## src/rtl/conv3x3_sequencer_if.sv

```systemverilog
// Control, buffer-read and result bundle of the 3x3 convolution sequencer.
// The master side is the sequencer. The slave side is the buffers, the datapath and the consumer.
interface conv3x3_sequencer_if #(
  parameter int X_BW    = 8,
  parameter int W_BW    = 8,
  parameter int PSUM_BW = 16,
  parameter int Y_BW    = 16,
  parameter int ADDR_BW = 4
) ();
  logic               i_start;
  logic               i_clear;
  logic [PSUM_BW-1:0] i_bias;
  logic               o_busy;
  logic               o_rd_en;
  logic [ADDR_BW-1:0] o_addr;
  logic [X_BW-1:0]    i_x_rdata;
  logic [W_BW-1:0]    i_w_rdata;
  logic [X_BW-1:0]    o_x;
  logic [W_BW-1:0]    o_w;
  logic               o_tap_vld;
  logic               o_first;
  logic [PSUM_BW-1:0] o_psum;
  logic [Y_BW-1:0]    i_dp_y;
  logic [Y_BW-1:0]    o_y;
  logic               o_y_vld;
  logic               i_y_ready;
  logic               o_done;

  modport master (
    input  i_start, i_clear, i_bias, i_x_rdata, i_w_rdata, i_dp_y, i_y_ready,
    output o_busy, o_rd_en, o_addr, o_x, o_w, o_tap_vld, o_first, o_psum,
           o_y, o_y_vld, o_done
  );

  modport slave (
    output i_start, i_clear, i_bias, i_x_rdata, i_w_rdata, i_dp_y, i_y_ready,
    input  o_busy, o_rd_en, o_addr, o_x, o_w, o_tap_vld, o_first, o_psum,
           o_y, o_y_vld, o_done
  );
endinterface

```

## src/rtl/conv3x3_sequencer.sv

```systemverilog
// Sequences one 3x3 pass: it reads 9 taps, streams them to the PE chain, waits out the pipeline and holds the result.
// The tap stream cannot be stalled. The result is held until the consumer is ready, and i_clear aborts the pass.
module conv3x3_sequencer #(
  parameter int X_BW     = 8,
  parameter int W_BW     = 8,
  parameter int PSUM_BW  = 16,
  parameter int Y_BW     = 16,
  parameter int TAPS     = 9,
  parameter int PIPE_LAT = 5,
  parameter int ADDR_BW  = 4
) (
  input  logic                i_clk,
  input  logic                i_rst_n,
  conv3x3_sequencer_if.master bus
);
  localparam int LAT_BW = $clog2(PIPE_LAT + 1);

  typedef enum logic [2:0] {IDLE, FETCH, ALIGN, DRAIN, HOLD} state_t;

  state_t             state_q;
  logic [ADDR_BW-1:0] tap_cnt_q, tap_cnt_d;
  logic [LAT_BW-1:0]  lat_cnt_q, lat_cnt_d;
  logic               rd_en_q;
  logic               rdv_q, rdv_first_q;
  logic               tap_vld_q, first_q;
  logic [X_BW-1:0]    x_q;
  logic [W_BW-1:0]    w_q;
  logic [PSUM_BW-1:0] psum_q;
  logic [Y_BW-1:0]    y_q;
  logic               y_vld_q;

  assign tap_cnt_d = tap_cnt_q + 1'b1;
  assign lat_cnt_d = lat_cnt_q - 1'b1;

  always_ff @(posedge i_clk or negedge i_rst_n) begin
    if (!i_rst_n) begin
      state_q   <= IDLE;
      tap_cnt_q <= '0;
      lat_cnt_q <= '0;
      rd_en_q   <= 1'b0;
      psum_q    <= '0;
      y_q       <= '0;
      y_vld_q   <= 1'b0;
    end else if (bus.i_clear) begin
      state_q   <= IDLE;
      tap_cnt_q <= '0;
      lat_cnt_q <= '0;
      rd_en_q   <= 1'b0;
      y_vld_q   <= 1'b0;
    end else begin
      case (state_q)
        IDLE: begin
          if (bus.i_start) begin
            psum_q    <= bus.i_bias;
            tap_cnt_q <= '0;
            rd_en_q   <= 1'b1;
            state_q   <= FETCH;
          end
        end
        FETCH: begin
          if (tap_cnt_q == ADDR_BW'(TAPS - 1)) begin
            rd_en_q   <= 1'b0;
            tap_cnt_q <= '0;
            state_q   <= ALIGN;
          end else begin
            tap_cnt_q <= tap_cnt_d;
          end
        end
        ALIGN: begin
          // The count also covers the cycle the last tap sits on o_x/o_w, so capture lands PIPE_LAT after it.
          lat_cnt_q <= LAT_BW'(PIPE_LAT);
          state_q   <= DRAIN;
        end
        DRAIN: begin
          if (lat_cnt_q == '0) begin
            y_q     <= bus.i_dp_y;
            y_vld_q <= 1'b1;
            state_q <= HOLD;
          end else begin
            lat_cnt_q <= lat_cnt_d;
          end
        end
        HOLD: begin
          if (bus.i_y_ready) begin
            y_vld_q <= 1'b0;
            state_q <= IDLE;
          end
        end
        default: state_q <= IDLE;
      endcase
    end
  end

  // Read data arrives one cycle after the strobe and is registered once more onto the tap bus.
  always_ff @(posedge i_clk or negedge i_rst_n) begin
    if (!i_rst_n) begin
      rdv_q       <= 1'b0;
      rdv_first_q <= 1'b0;
      tap_vld_q   <= 1'b0;
      first_q     <= 1'b0;
      x_q         <= '0;
      w_q         <= '0;
    end else if (bus.i_clear) begin
      rdv_q       <= 1'b0;
      rdv_first_q <= 1'b0;
      tap_vld_q   <= 1'b0;
      first_q     <= 1'b0;
    end else begin
      rdv_q       <= rd_en_q;
      rdv_first_q <= rd_en_q && (tap_cnt_q == '0);
      tap_vld_q   <= rdv_q;
      first_q     <= rdv_first_q;
      if (rdv_q) begin
        x_q <= bus.i_x_rdata;
        w_q <= bus.i_w_rdata;
      end
    end
  end

  assign bus.o_busy    = (state_q != IDLE);
  assign bus.o_rd_en   = rd_en_q;
  assign bus.o_addr    = tap_cnt_q;
  assign bus.o_x       = x_q;
  assign bus.o_w       = w_q;
  assign bus.o_tap_vld = tap_vld_q;
  assign bus.o_first   = first_q;
  assign bus.o_psum    = psum_q;
  assign bus.o_y       = y_q;
  assign bus.o_y_vld   = y_vld_q;
  assign bus.o_done    = y_vld_q & bus.i_y_ready & ~bus.i_clear;
endmodule

```

## src/flat_wrapper.sv

```systemverilog
// flat-port wrapper written by rule: the top's interface ports become plain ports
module conv3x3_sequencer_flat 
#(
  parameter int X_BW     = 8,
  parameter int W_BW     = 8,
  parameter int PSUM_BW  = 16,
  parameter int Y_BW     = 16,
  parameter int TAPS     = 9,
  parameter int PIPE_LAT = 5,
  parameter int ADDR_BW  = 4
)
  (i_clk, i_rst_n, bus_i_start, bus_i_clear, bus_i_bias, bus_i_x_rdata, bus_i_w_rdata, bus_i_dp_y, bus_i_y_ready, bus_o_busy, bus_o_rd_en, bus_o_addr, bus_o_x, bus_o_w, bus_o_tap_vld, bus_o_first, bus_o_psum, bus_o_y, bus_o_y_vld, bus_o_done);
  conv3x3_sequencer_if #(.X_BW(X_BW), .W_BW(W_BW), .PSUM_BW(PSUM_BW), .Y_BW(Y_BW), .ADDR_BW(ADDR_BW)) bus_i ();
  input  logic i_clk;
  input  logic i_rst_n;
  input wire logic [$bits(bus_i.i_start)-1:0] bus_i_start;
  input wire logic [$bits(bus_i.i_clear)-1:0] bus_i_clear;
  input wire logic [$bits(bus_i.i_bias)-1:0] bus_i_bias;
  input wire logic [$bits(bus_i.i_x_rdata)-1:0] bus_i_x_rdata;
  input wire logic [$bits(bus_i.i_w_rdata)-1:0] bus_i_w_rdata;
  input wire logic [$bits(bus_i.i_dp_y)-1:0] bus_i_dp_y;
  input wire logic [$bits(bus_i.i_y_ready)-1:0] bus_i_y_ready;
  output wire logic [$bits(bus_i.o_busy)-1:0] bus_o_busy;
  output wire logic [$bits(bus_i.o_rd_en)-1:0] bus_o_rd_en;
  output wire logic [$bits(bus_i.o_addr)-1:0] bus_o_addr;
  output wire logic [$bits(bus_i.o_x)-1:0] bus_o_x;
  output wire logic [$bits(bus_i.o_w)-1:0] bus_o_w;
  output wire logic [$bits(bus_i.o_tap_vld)-1:0] bus_o_tap_vld;
  output wire logic [$bits(bus_i.o_first)-1:0] bus_o_first;
  output wire logic [$bits(bus_i.o_psum)-1:0] bus_o_psum;
  output wire logic [$bits(bus_i.o_y)-1:0] bus_o_y;
  output wire logic [$bits(bus_i.o_y_vld)-1:0] bus_o_y_vld;
  output wire logic [$bits(bus_i.o_done)-1:0] bus_o_done;
  assign bus_i.i_start = bus_i_start;
  assign bus_i.i_clear = bus_i_clear;
  assign bus_i.i_bias = bus_i_bias;
  assign bus_i.i_x_rdata = bus_i_x_rdata;
  assign bus_i.i_w_rdata = bus_i_w_rdata;
  assign bus_i.i_dp_y = bus_i_dp_y;
  assign bus_i.i_y_ready = bus_i_y_ready;
  assign bus_o_busy = bus_i.o_busy;
  assign bus_o_rd_en = bus_i.o_rd_en;
  assign bus_o_addr = bus_i.o_addr;
  assign bus_o_x = bus_i.o_x;
  assign bus_o_w = bus_i.o_w;
  assign bus_o_tap_vld = bus_i.o_tap_vld;
  assign bus_o_first = bus_i.o_first;
  assign bus_o_psum = bus_i.o_psum;
  assign bus_o_y = bus_i.o_y;
  assign bus_o_y_vld = bus_i.o_y_vld;
  assign bus_o_done = bus_i.o_done;
  conv3x3_sequencer #(.X_BW(X_BW), .W_BW(W_BW), .PSUM_BW(PSUM_BW), .Y_BW(Y_BW), .TAPS(TAPS), .PIPE_LAT(PIPE_LAT), .ADDR_BW(ADDR_BW)) u_core (.i_clk(i_clk), .i_rst_n(i_rst_n), .bus(bus_i));
endmodule
```

## config.mk

```make
export PLATFORM = sky130hd
export DESIGN_NAME = conv3x3_sequencer_flat
export DESIGN_NICKNAME = d
export VERILOG_FILES = /design/src/rtl/conv3x3_sequencer_if.sv /design/src/rtl/conv3x3_sequencer.sv /design/src/flat_wrapper.sv
export SDC_FILE = /design/constraint.sdc
export NUM_CORES = 1
export LEC_CHECK = 0
export ABC_AREA = 1
export CAP_MARGIN = 20
export CORE_MARGIN = 1
export CORE_UTILIZATION = 25
export DETAILED_ROUTE_END_ITERATION = 12
export PLACE_DENSITY = 0.55
export SYNTH_ARGS = -nofsm -noshare
export SYNTH_HDL_FRONTEND = slang
export SYNTH_SLANG_ARGS = --single-unit
```

## constraint.sdc

```tcl
create_clock -name i_clk -period 1.35 [get_ports i_clk]
set_input_delay 0.135 -clock i_clk [delete_from_list [all_inputs] [get_ports i_clk]]
set_output_delay 0.135 -clock i_clk [all_outputs]
set_load 0.05 [all_outputs]
```

==> metrics.md <==
| Metric | Value |
|---|---|
| Max_slew headroom | `76.9%` |
| Data arrival, critical path | `roughly 1.3 ns` |
| Cell area power density | `roughly 2600 mW/mm2` |
| Worst skew pair latency | `0.32 ns` |
| Worst Hold Depth | `3` |
| Dpl cells | `between 500 and 600` |
| TritonRoute pass-1 iters | `4` |
| Layout cells sized above 1 | `around a third` |
| Initial drt markers | `134` |
| Avg WL per Cell | `~12 um` |
| Critical Path Most Common Cell | `buf_6` |
| CP Launch Type | `flip-flop` |
| Endpoints failing setup | `19` |
| Setup WS post-layout | `-0.0612 ns` |
| VDD IR max | `about 1.5 mV` |
| Hold path start | `bus_i_w_rdata[6]` |
| Static Leakage | `around 2.6 nW` |
| Setup Skew | `0.00353 ns` |
| Placer Congestion | `0.802` |
| Cell Chain, Critical Path | `nor2_4, buf_6, nand2_4, buf_6, buf_12` |
| Design area | `0.00531 mm2` |
| Clock Path Buffers | `2` |
| WS Path Type | `flip-flop to output port` |
| Clock Sinks | `64` |
| Gr ovfl total | `0` |
| CTS root buf | `clkbuf_16` |
| Reg-to-reg slack, setup | `-0.02 ns` |
| Num rows | `39` |
| Hold Violations, Final | `0` |
| Register area share after synthesis | `a little over half` |
| Vias | `~2500` |
| Hpwl dp | `5.04 mm` |
| H-tree depth | `3` |
| CP max FO | `2` |
| CP Launch Point | `u_core.state_q[2]` |
| Post-Syn Nets | `approximately 380` |
| # nets final | `511` |
| Failing checks | `negative setup slack` |
| Via density | `just over 4` |
| WL final | `between 7 and 8 mm` |
| Core Box Area | `0.0114 mm2` |
| Initial Util | `~26%` |
| DRC | `0` |
| Synth Instances | `about 320` |
| Area Overhead vs Synth | `81.1%` |
| Synth Register Bits | `64` |
| Place WS | `-0.282 ns` |
| Largest net degree at the start of global routing | `65` |
| Post-synth cell types | `25` |
| Num CTS Buffers | `9` |
| Area after DPL | `roughly 0.0049 mm2` |
| Finished Core Util | `around 47%` |
| Initial antenna violation count | `0` |
| Hold Slack | `0.354 ns` |
| Maximum clock frequency | `just over 700 MHz` |
| CP required | `1.22 ns` |
| Antenna-violating nets left | `0` |
| CP max-delay cell | `dfrtp_2` |
| Ant diodes | `0` |
| Worst Hold End | `u_core.bus.o_w[6]` |
| Crit path largest cell delay | `0.43 ns` |
| Post-Layout Cell Count | `between 600 and 700` |
| MaxCap Viol Count | `0` |
| Syn_area_per_cell | `9.19 um2` |
| R2r startpoint | `u_core.state_q[2]` |
| GRT Total Usage | `about 12%` |
| Fin crit period | `roughly 1.4 ns` |
| Status | `finished with violations` |
| Hold WC Path Type | `input port to flip-flop` |
| FF-to-FF path depth | `6` |
| Final period utilization | `105%` |
| Port bufs | `110` |
| Setup TNS Final | `-0.305 ns` |
| Post-layout power | `around 14 mW` |
| Filler instances | `1080` |
| Measured slew at the worst slew-check pin | `around 0.35 ns` |
| RSZ-0062 raised after global routing | `true` |
| Vias in the first global route | `around 2400` |
| Reg2reg end | `u_core.bus.o_y[0]` |
| DIE AREA | `approximately 0.012 mm2` |
| Die width | `between 100 and 150 um` |
| Yosys warnings | `0` |
| Post-Syn Area | `~0.0029 mm2` |
| Clk slew on worst S/H paths | `roughly 0.050 ns` |
| CTS tree | `done` |
| Num ports | `111` |
| Endpoint type of the worst setup path | `output port` |
| Slew Viols, Final | `0` |
| Die height | `between 100 and 150 um` |
| First-pass GRT wire length | `11.3 mm` |
## worst max-delay path: cells and delay by family, from the launching register on
family / cells / cell delay (ns)
simple gates: 2 / 0.17
buf+inv: 3 / 0.35
flops: 1 / 0.43
## cells in the final DEF (no fill, tap or decap), drive strengths merged
| cell | n |
|---|---|
| nand2 | 108 |
| dlygate4sd3 | 1 |
| buf | 82 |
| dfrtp | 64 |
| a31oi | 1 |
| clkdlybuf4s50 | 50 |
| nor3 | 2 |
| ha | 4 |
| o21bai | 2 |
| bufinv | 3 |
| xor2 | 1 |
| inv | 53 |
| nand3 | 14 |
| dlygate4sd2 | 1 |
| nand3b | 1 |
| nor4 | 1 |
| clkbuf | 14 |
| a21oi | 1 |
| nand4 | 3 |
| o21ai | 41 |
| nor2 | 12 |
## state kept, by name, indices dropped and copies added (netlist names)
name,count
u_core.bus.o_psum,16
u_core.bus.o_y,16
u_core.bus.o_w,8
u_core.bus.o_x,8
u_core.bus.o_addr,4
u_core.lat_cnt_q,3
u_core.state_q,3
u_core.bus.o_first,1
u_core.bus.o_rd_en,1
u_core.bus.o_tap_vld,1
u_core.bus.o_y_vld,1
u_core.rdv_first_q,1
u_core.rdv_q,1
## Yosys cell counts
| cell | instances | area (um2) |
|---|---|---|
| a31oi_1 | 1 | 6.26 |
| buf_6 | 7 | 78.8 |
| nand2_1 | 103 | 387 |
| nor4_1 | 1 | 6.26 |
| xor2_1 | 1 | 8.76 |
| nand3b_4 | 1 | 20.0 |
| nand2_2 | 5 | 31.3 |
| o21ai_2 | 34 | 298 |
| nand3_1 | 13 | 65.1 |
| inv_1 | 50 | 188 |
| inv_4 | 1 | 6.26 |
| nor2_1 | 11 | 41.3 |
| dfrtp_1 | 64 | 1600 |
| o21ai_0 | 7 | 35.0 |
| nor3_1 | 1 | 5.00 |
| o21bai_1 | 2 | 15.0 |
| buf_4 | 3 | 22.5 |
| inv_2 | 2 | 7.51 |
| buf_2 | 1 | 5.00 |
| nand3_2 | 1 | 10.0 |
| nor3_2 | 1 | 10.0 |
| nor2_4 | 1 | 11.3 |
| nand4_1 | 3 | 18.8 |
| a21oi_1 | 1 | 5.00 |
| ha_1 | 4 | 50.1 |
## report_power, final
part           total (mW)  internal (mW)  switching, mW  leakage (nW)
combinational        7.62           3.65           3.98          1.64
clock                2.60           1.81          0.797         0.158
sequential           3.49           2.68          0.802         0.821
total                13.7           8.14           5.58          2.62
## layer usage
| metal | share of wire (%) | vias up | track usage, % |
|---|---|---|---|
| li1 | - | 1251 | - |
| met1 | 42 | 1160 | 14.3 |
| met2 | 50 | 68 | 20.1 |
| met3 | 6.4 | 9 | 4.70 |
| met4 | 1.4 | 0 | 4.79 |
| met5 | 0 | - | 0 |
## cells by family after synthesis
| family | Yosys count | synth area share [%] |
|---|---|---|
| AO/OA/AOI/OAI | 45 | 12.2 |
| buffers and inverters | 64 | 10.5 |
| flip-flops | 64 | 54.6 |
| XOR/XNOR | 1 | 0.299 |
| AND/OR/NAND/NOR | 141 | 20.6 |
| adder cells (fa/ha/maj) | 4 | 1.71 |
## area by class of cell
cell class / count / area (um2) / area share, %
Clock inverter: 3 / 90.1 / 1.70
Timing Repair Buffer: 135 / 1920 / 36.1
Sequential cell: 64 / 1610 / 30.2
Clock buffer: 13 / 240 / 4.52
Tap cell: 143 / 179 / 3.37
Multi-Input combinational cell: 191 / 1080 / 20.3
Inverter: 53 / 201 / 3.79
## timing repair
item	4_1_cts	5_1_grt
buffers inserted	2	3
hold buffers	1	0
setup endpoints to repair	4	42
gates resized for setup	7	15
pin swaps	1	5
gates cloned	0	2
hold endpoints to repair	64	0
## worst max-delay path by stage
stage / to / slack (ns) / depth (start not counted)
floorplan: u_core.state_q[0] / -0.004 / 7
global placement: u_core.bus.o_rd_en / -0.20 / 6
detailed placement: u_core.bus.o_addr[2] / -0.28 / 6
CTS: bus_o_busy / -0.12 / 5
global route: u_core.lat_cnt_q[2] / -0.12 / 7
finish: bus_o_busy / -0.06 / 5
Note: power is estimated with default switching activity, not from simulation.
